--- src/rtl/snoop_log_pkg.sv ---
// Shared types and constants for the snoop capture-log arbiter.
package snoop_log_pkg;

    typedef enum logic [1:0] {
        IDLE    = 2'd0,
        HEADER  = 2'd1,
        PAYLOAD = 2'd2,
        ABORT   = 2'd3
    } state_e;

    localparam logic [3:0] HDR_TAG    = 4'hA;
    localparam logic [7:0] ABORT_BYTE = 8'hEE;

    // Width of a port index; never narrower than one bit.
    function automatic int port_w(input int n);
        return (n > 1) ? $clog2(n) : 1;
    endfunction

endpackage

--- src/rtl/snoop_log_arbiter_rr_pick.sv ---
// Combinational round-robin finder: first set request at or after ptr, wrapping.
module rr_pick #(
    parameter int N = 4,
    parameter int W = 2
) (
    input  logic [N-1:0] req,
    input  logic [W-1:0] ptr,
    output logic [W-1:0] idx,
    output logic         found
);

    logic [W-1:0] cand;

    // Walk offsets from farthest to nearest so the nearest hit wins.
    always_comb begin
        idx   = '0;
        found = 1'b0;
        cand  = '0;
        for (int i = N - 1; i >= 0; i--) begin
            cand = W'((int'(ptr) + i) % N);
            if (req[cand]) begin
                idx   = cand;
                found = 1'b1;
            end
        end
    end

endmodule

--- src/rtl/snoop_log_arbiter.sv ---
// Packet round-robin arbiter merging per-port snoop byte streams into one log stream.
// Optional payload-stall watchdog with ABORT trailer is built when SNOOP_LOG_TIMEOUT_EN is defined.
module snoop_log_arbiter
    import snoop_log_pkg::*;
#(
    parameter int  NUM_PORTS   = 4,
    parameter int  DATA_W      = 8,
    parameter int  TIMEOUT_CYC = 4800,
    localparam int PW          = port_w(NUM_PORTS)
) (
    input  logic                        clk_48mhz,
    input  logic                        reset,
    input  logic [NUM_PORTS-1:0]        req_valid,
    input  logic [NUM_PORTS*DATA_W-1:0] req_data,
    input  logic [NUM_PORTS-1:0]        req_last,
    output logic [NUM_PORTS-1:0]        req_ready,
    output logic                        log_valid,
    output logic [DATA_W-1:0]           log_data,
    output logic                        log_last,
    input  logic                        log_ready,
    output logic [PW-1:0]               grant_port,
    output logic                        busy,
    output logic [15:0]                 drop_count
);

    if (DATA_W != 8 || NUM_PORTS < 2 || NUM_PORTS > 16 || TIMEOUT_CYC < 2) begin : g_param_check
        $error("snoop_log_arbiter: unsupported parameter set");
    end

    state_e        state_q, state_d;
    logic [PW-1:0] grant_q, grant_d;
    logic [PW-1:0] rr_ptr_q, rr_ptr_d;
    logic [PW-1:0] pick_idx;
    logic          pick_found;
    logic [PW-1:0] next_ptr;

    logic [DATA_W-1:0] port_data [NUM_PORTS];
    logic              sel_valid;
    logic              sel_last;
    logic [DATA_W-1:0] sel_data;

    for (genvar i = 0; i < NUM_PORTS; i++) begin : g_split
        assign port_data[i] = req_data[i*DATA_W +: DATA_W];
    end

    assign sel_valid = req_valid[grant_q];
    assign sel_last  = req_last[grant_q];
    assign sel_data  = port_data[grant_q];
    assign next_ptr  = (grant_q == PW'(NUM_PORTS - 1)) ? '0 : grant_q + 1'b1;

    rr_pick #(
        .N (NUM_PORTS),
        .W (PW)
    ) u_pick (
        .req   (req_valid),
        .ptr   (rr_ptr_q),
        .idx   (pick_idx),
        .found (pick_found)
    );

`ifdef SNOOP_LOG_TIMEOUT_EN
    localparam int WD_W = $clog2(TIMEOUT_CYC);
    logic [WD_W-1:0] wd_q, wd_d;
    logic [15:0]     drop_q, drop_d;
    assign drop_count = drop_q;
`else
    assign drop_count = 16'd0;
`endif

    // Stream outputs decode from state; PAYLOAD is a zero-latency passthrough.
    always_comb begin
        log_valid = 1'b0;
        log_data  = '0;
        log_last  = 1'b0;
        req_ready = '0;
        case (state_q)
            HEADER: begin
                log_valid = 1'b1;
                log_data  = DATA_W'({HDR_TAG, 4'(grant_q)});
            end
            PAYLOAD: begin
                log_valid          = sel_valid;
                log_data           = sel_data;
                log_last           = sel_last;
                req_ready[grant_q] = log_ready;
            end
`ifdef SNOOP_LOG_TIMEOUT_EN
            ABORT: begin
                log_valid = 1'b1;
                log_data  = DATA_W'(ABORT_BYTE);
                log_last  = 1'b1;
            end
`endif
            default: ;
        endcase
    end

    always_comb begin
        state_d  = state_q;
        grant_d  = grant_q;
        rr_ptr_d = rr_ptr_q;
`ifdef SNOOP_LOG_TIMEOUT_EN
        wd_d     = wd_q;
        drop_d   = drop_q;
`endif
        case (state_q)
            IDLE: begin
                if (pick_found) begin
                    grant_d = pick_idx;
                    state_d = HEADER;
                end
            end
            HEADER: begin
                if (log_ready) begin
                    state_d = PAYLOAD;
`ifdef SNOOP_LOG_TIMEOUT_EN
                    wd_d    = '0;
`endif
                end
            end
            PAYLOAD: begin
                if (sel_valid && log_ready && sel_last) begin
                    rr_ptr_d = next_ptr;
                    state_d  = IDLE;
                end
`ifdef SNOOP_LOG_TIMEOUT_EN
                // Only source starvation counts; sink backpressure holds the count.
                if (sel_valid) begin
                    if (log_ready) wd_d = '0;
                end else if (wd_q == WD_W'(TIMEOUT_CYC - 1)) begin
                    state_d = ABORT;
                end else begin
                    wd_d = wd_q + 1'b1;
                end
`endif
            end
`ifdef SNOOP_LOG_TIMEOUT_EN
            ABORT: begin
                if (log_ready) begin
                    if (drop_q != 16'hFFFF) drop_d = drop_q + 16'd1;
                    rr_ptr_d = next_ptr;
                    state_d  = IDLE;
                end
            end
`endif
            default: state_d = IDLE;
        endcase
    end

    always_ff @(posedge clk_48mhz) begin
        if (reset) begin
            state_q  <= IDLE;
            grant_q  <= '0;
            rr_ptr_q <= '0;
`ifdef SNOOP_LOG_TIMEOUT_EN
            wd_q     <= '0;
            drop_q   <= '0;
`endif
        end else begin
            state_q  <= state_d;
            grant_q  <= grant_d;
            rr_ptr_q <= rr_ptr_d;
`ifdef SNOOP_LOG_TIMEOUT_EN
            wd_q     <= wd_d;
            drop_q   <= drop_d;
`endif
        end
    end

    assign grant_port = grant_q;
    assign busy       = (state_q != IDLE);

endmodule

--- config.mk ---
export PLATFORM = sky130hd
export DESIGN_NAME = snoop_log_arbiter
export DESIGN_NICKNAME = d
export VERILOG_FILES = /design/src/rtl/snoop_log_pkg.sv /design/src/rtl/snoop_log_arbiter_rr_pick.sv /design/src/rtl/snoop_log_arbiter.sv
export SDC_FILE = /design/constraint.sdc
export NUM_CORES = 1
export LEC_CHECK = 0
export CORE_ASPECT_RATIO = 0.5
export CORE_MARGIN = 4
export CORE_UTILIZATION = 30
export DETAILED_ROUTE_END_ITERATION = 6
export PLACE_DENSITY = 0.86
export SLEW_MARGIN = 40
export SYNTH_ARGS = -nofsm -noshare
export SYNTH_HDL_FRONTEND = slang
export SYNTH_SLANG_ARGS = --single-unit
--- constraint.sdc ---
create_clock -name clk_48mhz -period 1.85 [get_ports clk_48mhz]
set_input_delay 0.37 -clock clk_48mhz [delete_from_list [all_inputs] [get_ports clk_48mhz]]
set_output_delay 0.37 -clock clk_48mhz [all_outputs]
set_load 0.03 [all_outputs]
==> flow_summary_export.csv <==
group,metric,value,unit
clock_network,ctsHoldBuffers,0,
final_layout,final_util,64.2,%
final_layout,layout_commonest_cell,"clkdlybuf4s50_1",
sta,hold_viol_final,0,
placed_design,dpl_cell_area,1690,sq um
die,ios,76,
sta,rsz0062_at_grt,"true",
global_routing,grtUsageTotal,20.4,%
die,dieHeight,48.0,microns
synthesis,ys_types,33,
detailed_routing,vias,1259,
final_layout,mostFrequentLayoutCells,"clkdlybuf4s50_1 (34), buf_4 (31), conb_1 (16)",
clock_network,cts-root-buf,"clkbuf_8",
clock_network,numCtsBuffers,3,
clock_network,worst_skew_pair.late_latency,0.23,ns
die,start_util,31.7,%
placed_design,io_buffers,59,
critical_path,crit_type,"input port to primary output",
synthesis,synthesis.area,961,sq um
final_layout,design_area,1950,sq um
detailed_routing,wl,4960,microns
clock_network,path_clk_slew,0.04,ns
placed_design,gp_congestion,0.723,
detailed_routing,first_pass_iters,4,
detailed_routing,detail-route-antenna-nets,0,
status,status,"finished, violations left",
detailed_routing,routedWlPerCell,20.7,microns
status,violations,"negative setup slack",
worst_hold_path,min_path_type,"register to register",
detailed_routing,viasPerCell,5.25,
synthesis,synth_flop_cell,"dfxtp_1",
synthesis,syn_avg_cell_area,8.82,sq um
sta,fin_crit_sh,110,%
critical_path,cp.required,1.48,ns
placed_design,place_hpwl,2850,microns
global_routing,grt.overflow.total,0,
final_layout,syn_to_final_growth,103,%
global_routing,antenna_found_initial,0,
synthesis,ys_warn_count,0,
critical_path,cp_max_fo,1,
power_and_ir_drop,p_leak,0.866,nW
final_layout,nets,252,
synthesis,synth_edf_count,0,
sta,fin_crit,2.04,ns
run,maxCapViolations,0,
detailed_routing,drc,0,
detailed_routing,drtIter0Drc,70,
clock_network,cts_max_level,1,
clock_network,cts_tree,"built",
die,std_cell_rows,14,
sta,skew,0.00660,ns
sta,finalSetupTns,-1.41,ns
clock_network,clk_path_buf_depth,2,
die,core-area,3030,sq um
sta,setup_violations,13,
die,die_width,88.0,microns
synthesis,synthArstFlopShare,0,%
sta,slew_violations,0,
final_layout,diodes,0,
synthesis,yosys_register_bits,6,
critical_path,worstPathArrival,1.67,ns
power_and_ir_drop,power_density,886,nW/um^2
global_routing,grt_pass1_wl,6190,microns
global_routing,grt_pass1_vias,1196,
synthesis,yosysSeqAreaShare,12.5,%
critical_path,endpoint_kind,"primary output",
synthesis,syn_inst,109,
final_layout,drive_gt1_share,43.0,%
power_and_ir_drop,vdd_drop_max,0.413,mV
global_routing,grt_max_degree,10,
die,die-area,4230,sq um
sta,fin_ws,-0.188,ns
critical_path,cp-start-kind,"input port",
clock_network,cts_sinks,6,
sta,fmax,491,MHz
-- area by class of cell --
cell class	count	area, sq um
inverter	6	25.0
timing repair buffer	92	858
tap	40	50.0
fill	220	1080
multi-input combinational	92	841
sequential	6	128
clock buffer	4	45.0
-- synth_stat cells (3+ instances only) --
library cell	count	area [sq um]
mux4_2	8	180
a21o_1	3	22.5
nor2_1	4	15.0
a21oi_1	9	45.0
nand2_1	6	22.5
and2_1	3	18.8
and3_1	8	50.1
buf_4	16	120
inv_1	5	18.8
mux2i_1	4	40.0
dfxtp_1	6	120
ha_1	8	100
nor2b_1	4	25.0
-- cell families after synthesis --
family,synth area share (%)
DFF,12.5
muxes,25.3
adders and majority gates,10.4
AOI/OAI and AO/OA,15.9
and+or+nand+nor,18.9
other,0.390
buffers and inverters,16.7
-- flip-flops by register name, indices dropped and copies added, names as in the netlist --
name / cells
rr_ptr_q: 2
state_q: 2
grant_port: 2
-- critical path, cell delays in order --
cell and delay, ns:
clkdlybuf4s50_1 0.44, mux4_2 0.48, and3_1 0.20, buf_4 0.17
-- repair_timing --
action                     in CTS  in global routing
setup endpoints to repair      16                 17
pin swaps                       7                  5
setup buffers                  10                  3
gates resized for setup        93                 16
-- per-layer routing --
metal	vias up	share of wire [%]	track usage (%)
met5	-	0	0
met4	0	4.5	13.3
met3	23	6.7	4.30
met2	72	49	38.0
met1	610	40	22.2
li1	554	-	-
-- report_power, final --
group | internal (mW) | switching [mW]
clock | 0.149 | 0.0645
sequential | 0.158 | 0.0396
combinational | 0.622 | 0.692
-- through the flow --
step                      power, mW  hold WS [ns]  setup slack [ns]  std cells
after floorplan               0.802         0.429            0.0375        124
after global placement         1.21         0.508            -0.575        224
after detailed placement       1.25         0.517            -0.655        224
after CTS                      1.59         0.525            -0.150        238
after global routing           1.80         0.549            -0.213        240
final                          1.72         0.542            -0.188        240
-- path summary, 6_finish.rpt --
kind | startpoint | endpoint | slack (ns) | depth (start not counted)
worst max register to register | grant_port[0] | state_q[0] | -0.03 | 6
worst min-delay path | rr_ptr_q[0] | rr_ptr_q[0] | 0.54 | 2
worst min register to register | rr_ptr_q[0] | rr_ptr_q[0] | 0.54 | 2
worst max-delay path | req_data[6] | log_data[6] | -0.19 | 4
Power figures use the tool's default switching activity.
==> RTL change 1, RTL diff (same settings) <==
Re-encode `state_e` (4 states) as one-hot, 4 bits wide.
--- a/src/rtl/snoop_log_pkg.sv
+++ b/src/rtl/snoop_log_pkg.sv
@@ -2,9 +2,9 @@
 package snoop_log_pkg;
 
-    typedef enum logic [1:0] {
-        IDLE    = 2'd0,
-        HEADER  = 2'd1,
-        PAYLOAD = 2'd2,
-        ABORT   = 2'd3
+    typedef enum logic [3:0] {
+        IDLE    = 4'b0001,
+        HEADER  = 4'b0010,
+        PAYLOAD = 4'b0100,
+        ABORT   = 4'b1000
     } state_e;
 
Function: no difference found for any inputs over 10 cycles, from zero or initial values and one cycle with reset high; not proved beyond that.
==> RTL change 1 against the unedited design <==
- utilization decreased by 0.89 points
- worst setup slack better by 0.032 ns
- die area is 3.9% lower
- sequential cell count rose by 1
- count of clock-buffer cells in the layout unchanged
- synthesized area down 4.4%
- clock skew shrank 0.0051 ns
- routed wire length fell by 25%
- global-route usage fell by 2.1 points
- sequential share of layout area up 1.8 points
- first-iteration DRC count down 10%
- non-clock buffer count is 9 lower
- critical endpoint is now log_data[5]
- the run still ends with setup timing left
- final area decreased by 11%
Power is not compared: it rests on default switching activity, and its combinational part moved more than twofold at a synthesized area within 25%.
==> RTL change 1: results (changes against the unedited design) <==
[grt]
grtUsageTotal_pct=18.3  ; -2.1 points
grt_first_pass_wirelength_um=5460  ; -12%
antenna_found_initial=0  ; unchanged
grt_max_degree=11  ; +1

[synth]
synthArstFlopShare_pct=0  ; unchanged
seq_area_frac_synth_pct=15.3  ; +2.8 points
synthAdderAreaFrac_pct=5.45  ; -5.0 points
synth.distinct_cells=31  ; -6.1%
postSynthAreaPerCell_um2=8.75  ; -0.79%
synth-compound-area-share_pct=11.0  ; -4.8 points
ys_top_cells_by_area=mux4_2, dfxtp_1, buf_4
synthMuxAreaShare_pct=26.7  ; +1.4 points
synth-xor-area-share_pct=0  ; unchanged
synth_commonest_cells=buf_4, a21oi_1, mux4_2, nor2_1, dfxtp_1

[route]
wl_per_cell_um=16.8  ; -19%
routed_wl_um=3740  ; -25%
drt_iter0_drc=63  ; -10%
dr.pass1.iters=4  ; unchanged
vias_per_cell=4.78  ; -8.9%

[critical_path]
cp_max_fo=6  ; +5
regToRegSetupSlack_ns=-0.04
crit_type=reg -> out
worstPathArrival_ns=1.64  ; -0.03 ns
reg2reg_from=grant_port[0]

[placed_design]
place_congestion=0.865  ; +20%
dp_cells=211  ; -5.8%
portBuffers=59  ; unchanged
dp_hpwl_um=2790  ; -2.2%
dp_slack_ns=-0.630  ; +0.0251 ns

[timing]
fin_ws_ns=-0.156  ; +0.0318 ns
clock_skew_ns=0.00147  ; -0.00513 ns
setup_viol=11  ; -2
tns_ns=-1.16  ; +0.245 ns

[layout]
top_register=state_q
final_nets=234  ; -7.1%
filler_cell_count=209  ; -5.0%
final_layout_size_suffix_gt1_share_pct=37.6  ; -5.4 points

[run_status]
outcome=complete, but fails checks
violations=setup timing

[hold_path]
min_from=rr_ptr_q[0]

[power_and_ir_drop]
ir_worst_vdd_v=0.000223
p_leak_nw=0.814

[clocking]
clkLatencyLatePin_ns=0.23  ; about the same

RTL change 1: cell types whose count changed in the layout (fill, tap and decap cells not counted), sizes merged, moves of 3 or more:
cell           before  now
ha                  8    4
clkdlybuf4s50      34   29
buf                47   38
nor2                4   10
and3                8    5
dlygate4sd2         9   12
dlymetal6s2s        1    4
RTL change 1: logic make-up after synthesis:
group / Yosys count
other: 1
multiplexers: 12
flip-flops: 7
AND/OR/NAND/NOR: 37
adder cells (fa/ha/maj): 4
buffers and inverters: 27
AO/OA/AOI/OAI: 17
RTL change 1: worst max-delay path: stages (launching register included):
cell     delay, ns
dfxtp_4       0.41
buf_4         0.13
mux4_2        0.51
a21oi_2       0.13
nor2_1        0.06
buf_4         0.16
RTL change 1: final timing paths:
path                               endpoint  cells past startpoint
worst max-delay path            log_data[5]                      5
worst min-delay path            rr_ptr_q[0]                      2
worst max register to register  rr_ptr_q[1]                      7
worst min register to register  rr_ptr_q[0]                      2
RTL change 1: layer usage:
| layer | global-route usage [%] | vias to the layer above | part of all wire [%] | wire length, um |
|---|---|---|---|---|
| met5 | 0 | - | 0 | 0 |
| met4 | 4.66 | 0 | 2.8 | 103 |
| met3 | 4.38 | 8 | 5.2 | 196 |
| met2 | 37.8 | 39 | 54 | 2030 |
| met1 | 19.6 | 514 | 38 | 1410 |
| li1 | - | 505 | - | - |
RTL change 1: timing repair:
action	4_1_cts	5_1_grt
pin swaps	10	5
endpoints found under the setup margin	12	16
setup buffers	6	3
resized for setup	75	10
RTL change 1: layout make-up:
| cell class | count | area (um^2) | share of cell area [%] |
|---|---|---|---|
| Timing Repair Buffer | 83 | 781 | 44.8 |
| Multi-Input combinational cell | 86 | 702 | 40.3 |
| Sequential cell | 7 | 145 | 8.33 |
| Tap cell | 37 | 46.3 | 2.66 |
| Clock buffer | 4 | 45.0 | 2.59 |
| Inverter | 6 | 22.5 | 1.29 |
RTL change 1: power breakdown:
part           switching, W  internal (W)
Combinational      0.000209      0.000235
Sequential        0.0000168      0.000164
Clock             0.0000754      0.000150
Total              0.000301      0.000549
RTL change 1: per-stage QoR:
step / hold slack (ns) / power (W) / cell area [um^2] / util, %
after global routing: 0.512 / 0.000886 / 1740 / 63.4
after detailed placement: 0.477 / 0.000580 / 1580 / 57.4
after CTS: 0.483 / 0.000828 / 1710 / 62.3
after global placement: 0.460 / 0.000567 / 1580 / 57.4
after floorplan: 0.429 / 0.000429 / 1000 / -
final: 0.476 / 0.000850 / 1740 / 63.4
==> RTL change 2, RTL diff (config.mk and constraints unchanged) <==
Without the edit above. The parameter `NUM_PORTS` goes from 4 to 16.
--- a/src/rtl/snoop_log_arbiter.sv
+++ b/src/rtl/snoop_log_arbiter.sv
@@ -4,5 +4,5 @@
     import snoop_log_pkg::*;
 #(
-    parameter int  NUM_PORTS   = 4,
+    parameter int  NUM_PORTS   = 16,
     parameter int  DATA_W      = 8,
     parameter int  TIMEOUT_CYC = 4800,
Ports: changed (5 resized); port bits go from 76 to 210. The function was not compared with the original's and may differ.
==> RTL change 2 against the unedited design <==
- the run still ends with setup timing left
- sequential share of layout area fell by 4.0 points
- via count grew to 4.9 times the old value
- worst setup slack got worse by 1.2 ns
- final area grew to 4.4 times the old value
- hold slack better by 0.050 ns
- count of clock-buffer cells in the layout did not move
- synthesized cell count increased to 4.0 times the old value
- global-route usage grew 7.4 points
- total power grew 130%
- routed wire length increased to 5.1 times the old value
- sequential cell count is 4 higher
- synthesized area grew to 4.5 times the old value
- critical endpoint is now grant_port[1]
- largest power group unchanged
==> RTL change 2: results (changes against the unedited design) <==
[grt]
grtUsageTotal_pct=27.8  ; +7.4 points
antenna_found_initial=1  ; +1
grt_first_pass_wirelength_um=35600  ; +480%
grt_pass1_vias=6000  ; +400%
grt_max_degree=21  ; +11

[placed_design]
place_congestion=0.987  ; +36%
dp_hpwl_um=17300  ; +510%
place_area_um2=7630  ; +350%
portBuffers=193  ; +230%

[route]
drt_iter0_drc=772  ; +1000%
dr.pass1.iters=6  ; +2
vias=6136  ; +390%
drtAntennaViolNets=0  ; unchanged
routed_wl_um=25400  ; +410%

[critical_path]
worstPathArrival_ns=3.35  ; +1.68 ns
cp_max_fo=10  ; +9

[synth]
synth.distinct_cells=67  ; +100%
synthArstFlopShare_pct=0  ; unchanged
synth_commonest_cells=mux4_2, nor2_1, a21oi_1
seq_area_frac_synth_pct=4.62  ; -7.9 points
yosys_warnings=0  ; unchanged
dominantRegCellSynth=dfxtp_1
ys_top_cells_by_area=mux4_2, dfxtp_1, mux2i_1

[layout]
final_nets=954  ; +280%
final_layout_size_suffix_gt1_share_pct=52.1  ; +9.1 points
diodes=0  ; unchanged

[timing]
setup_viol=36  ; +23
max_slew_margin_pct=60.3
clock_skew_ns=0.00617  ; -0.000430 ns
fin_ws_ns=-1.35  ; -1.16 ns

[power_and_ir_drop]
ir_worst_vdd_v=0.000359  ; -13%
power.switching_w=0.00165  ; +110%
p_leak_nw=3.23  ; +270%

[run_status]
violations=setup timing
outcome=complete, but fails checks

[clocking]
root_buffer=clkbuf_16
cts_buffers=3  ; unchanged
htreeDepth=1  ; unchanged
path_clk_slew_ns=0.05
cts_buffer_depth=2  ; unchanged
clkLatencyLatePin_ns=0.25  ; +0.02 ns

[hold_path]
hp-class=reg -> reg

## RTL change 2: changes by cell type after synthesis, moves of 12 or more
cell / before / now
a21oi_1: 9 / 24
nor3_1: 0 / 13
clkbuf_1: 2 / 15
mux4_2: 8 / 76
nor2_1: 4 / 43
nand2_1: 6 / 18
mux2i_1: 4 / 19
## RTL change 2: timing repair
action / 4_1_cts / 5_1_grt
pin swaps: 23 / 25
setup buffers: 21 / 9
setup endpoints to repair: 36 / 36
hold buffers: 0 / 0
gates resized for setup: 129 / 55
hold endpoints to repair: 0 / 0
gates cloned: 1 / 1
## RTL change 2: through the flow
step,TNS (ns),utilization (%),worst slack (ns),cells
2_1_floorplan,-23.51,-,-1.53,446
3_3_place_gp,-23.23,55.1,-1.41,934
3_5_place_dp,-24.33,55.1,-1.48,934
4_1_cts,-19.08,59.5,-1.17,959
5_1_grt,-24.93,61.3,-1.41,968
6_report,-23.72,61.3,-1.35,968
## RTL change 2: cell type report
cell class	instances	area [um^2]
Clock buffer	4	88.8
Fill cell	988	5360
Inverter	14	66.3
Multi-Input combinational cell	371	4330
Sequential cell	10	214
Tap cell	192	240
Timing Repair Buffer	377	3560
## RTL change 2: kinds of logic (layout without fill, tap and decap cells)
logic type	Yosys count	count (layout)	share of synthesized area, %
adders and majority gates	14	14	4.05
and+or+nand+nor	114	114	12.6
muxes	117	117	52.0
DFF	10	10	4.62
xor gates and xnor gates	16	16	3.58
AOI/OAI and AO/OA	94	94	15.2
other	1	16	0.0866
buffers and inverters	65	395	7.83
## RTL change 2: routing by layer
metal | vias up | wire (um) | track usage (%)
li1 | 2411 | - | -
met1 | 2937 | 8720 | 34.2
met2 | 584 | 11800 | 47.3
met3 | 202 | 3070 | 6.69
met4 | 2 | 1820 | 10.9
met5 | - | 13 | 0
## RTL change 2: power by group through the flow
stage	Sequential [W]	Combinational, W	Clock, W
3_3_place_gp	0.000286	0.00250	0
4_1_cts	0.000277	0.00289	0.000448
2_1_floorplan	0.000300	0.00145	0
6_report	0.000280	0.00321	0.000469
5_1_grt	0.000282	0.00333	0.000460
3_5_place_dp	0.000288	0.00256	0
## RTL change 2: worst paths after layout
kind                                     from             to  slack (ns)  cells after the start
worst max register to register    rr_ptr_q[1]  grant_port[1]       -1.35                     11
worst min-delay path            grant_port[1]  grant_port[1]        0.59                      2
worst max-delay path              rr_ptr_q[1]  grant_port[1]       -1.35                     11
worst min register to register  grant_port[1]  grant_port[1]        0.59                      2
## RTL change 2: worst max-delay path, cell delays in order, from the launching register on
cell        delay, ns
dfxtp_4          0.37
clkinvlp_4       0.17
ha_4             0.41
mux4_2           0.38
mux2_2           0.32
mux2_4           0.31
buf_4            0.19
a21oi_1          0.25
nor3_1           0.07
o21ai_0          0.21
nand4_1          0.15
o32ai_2          0.26
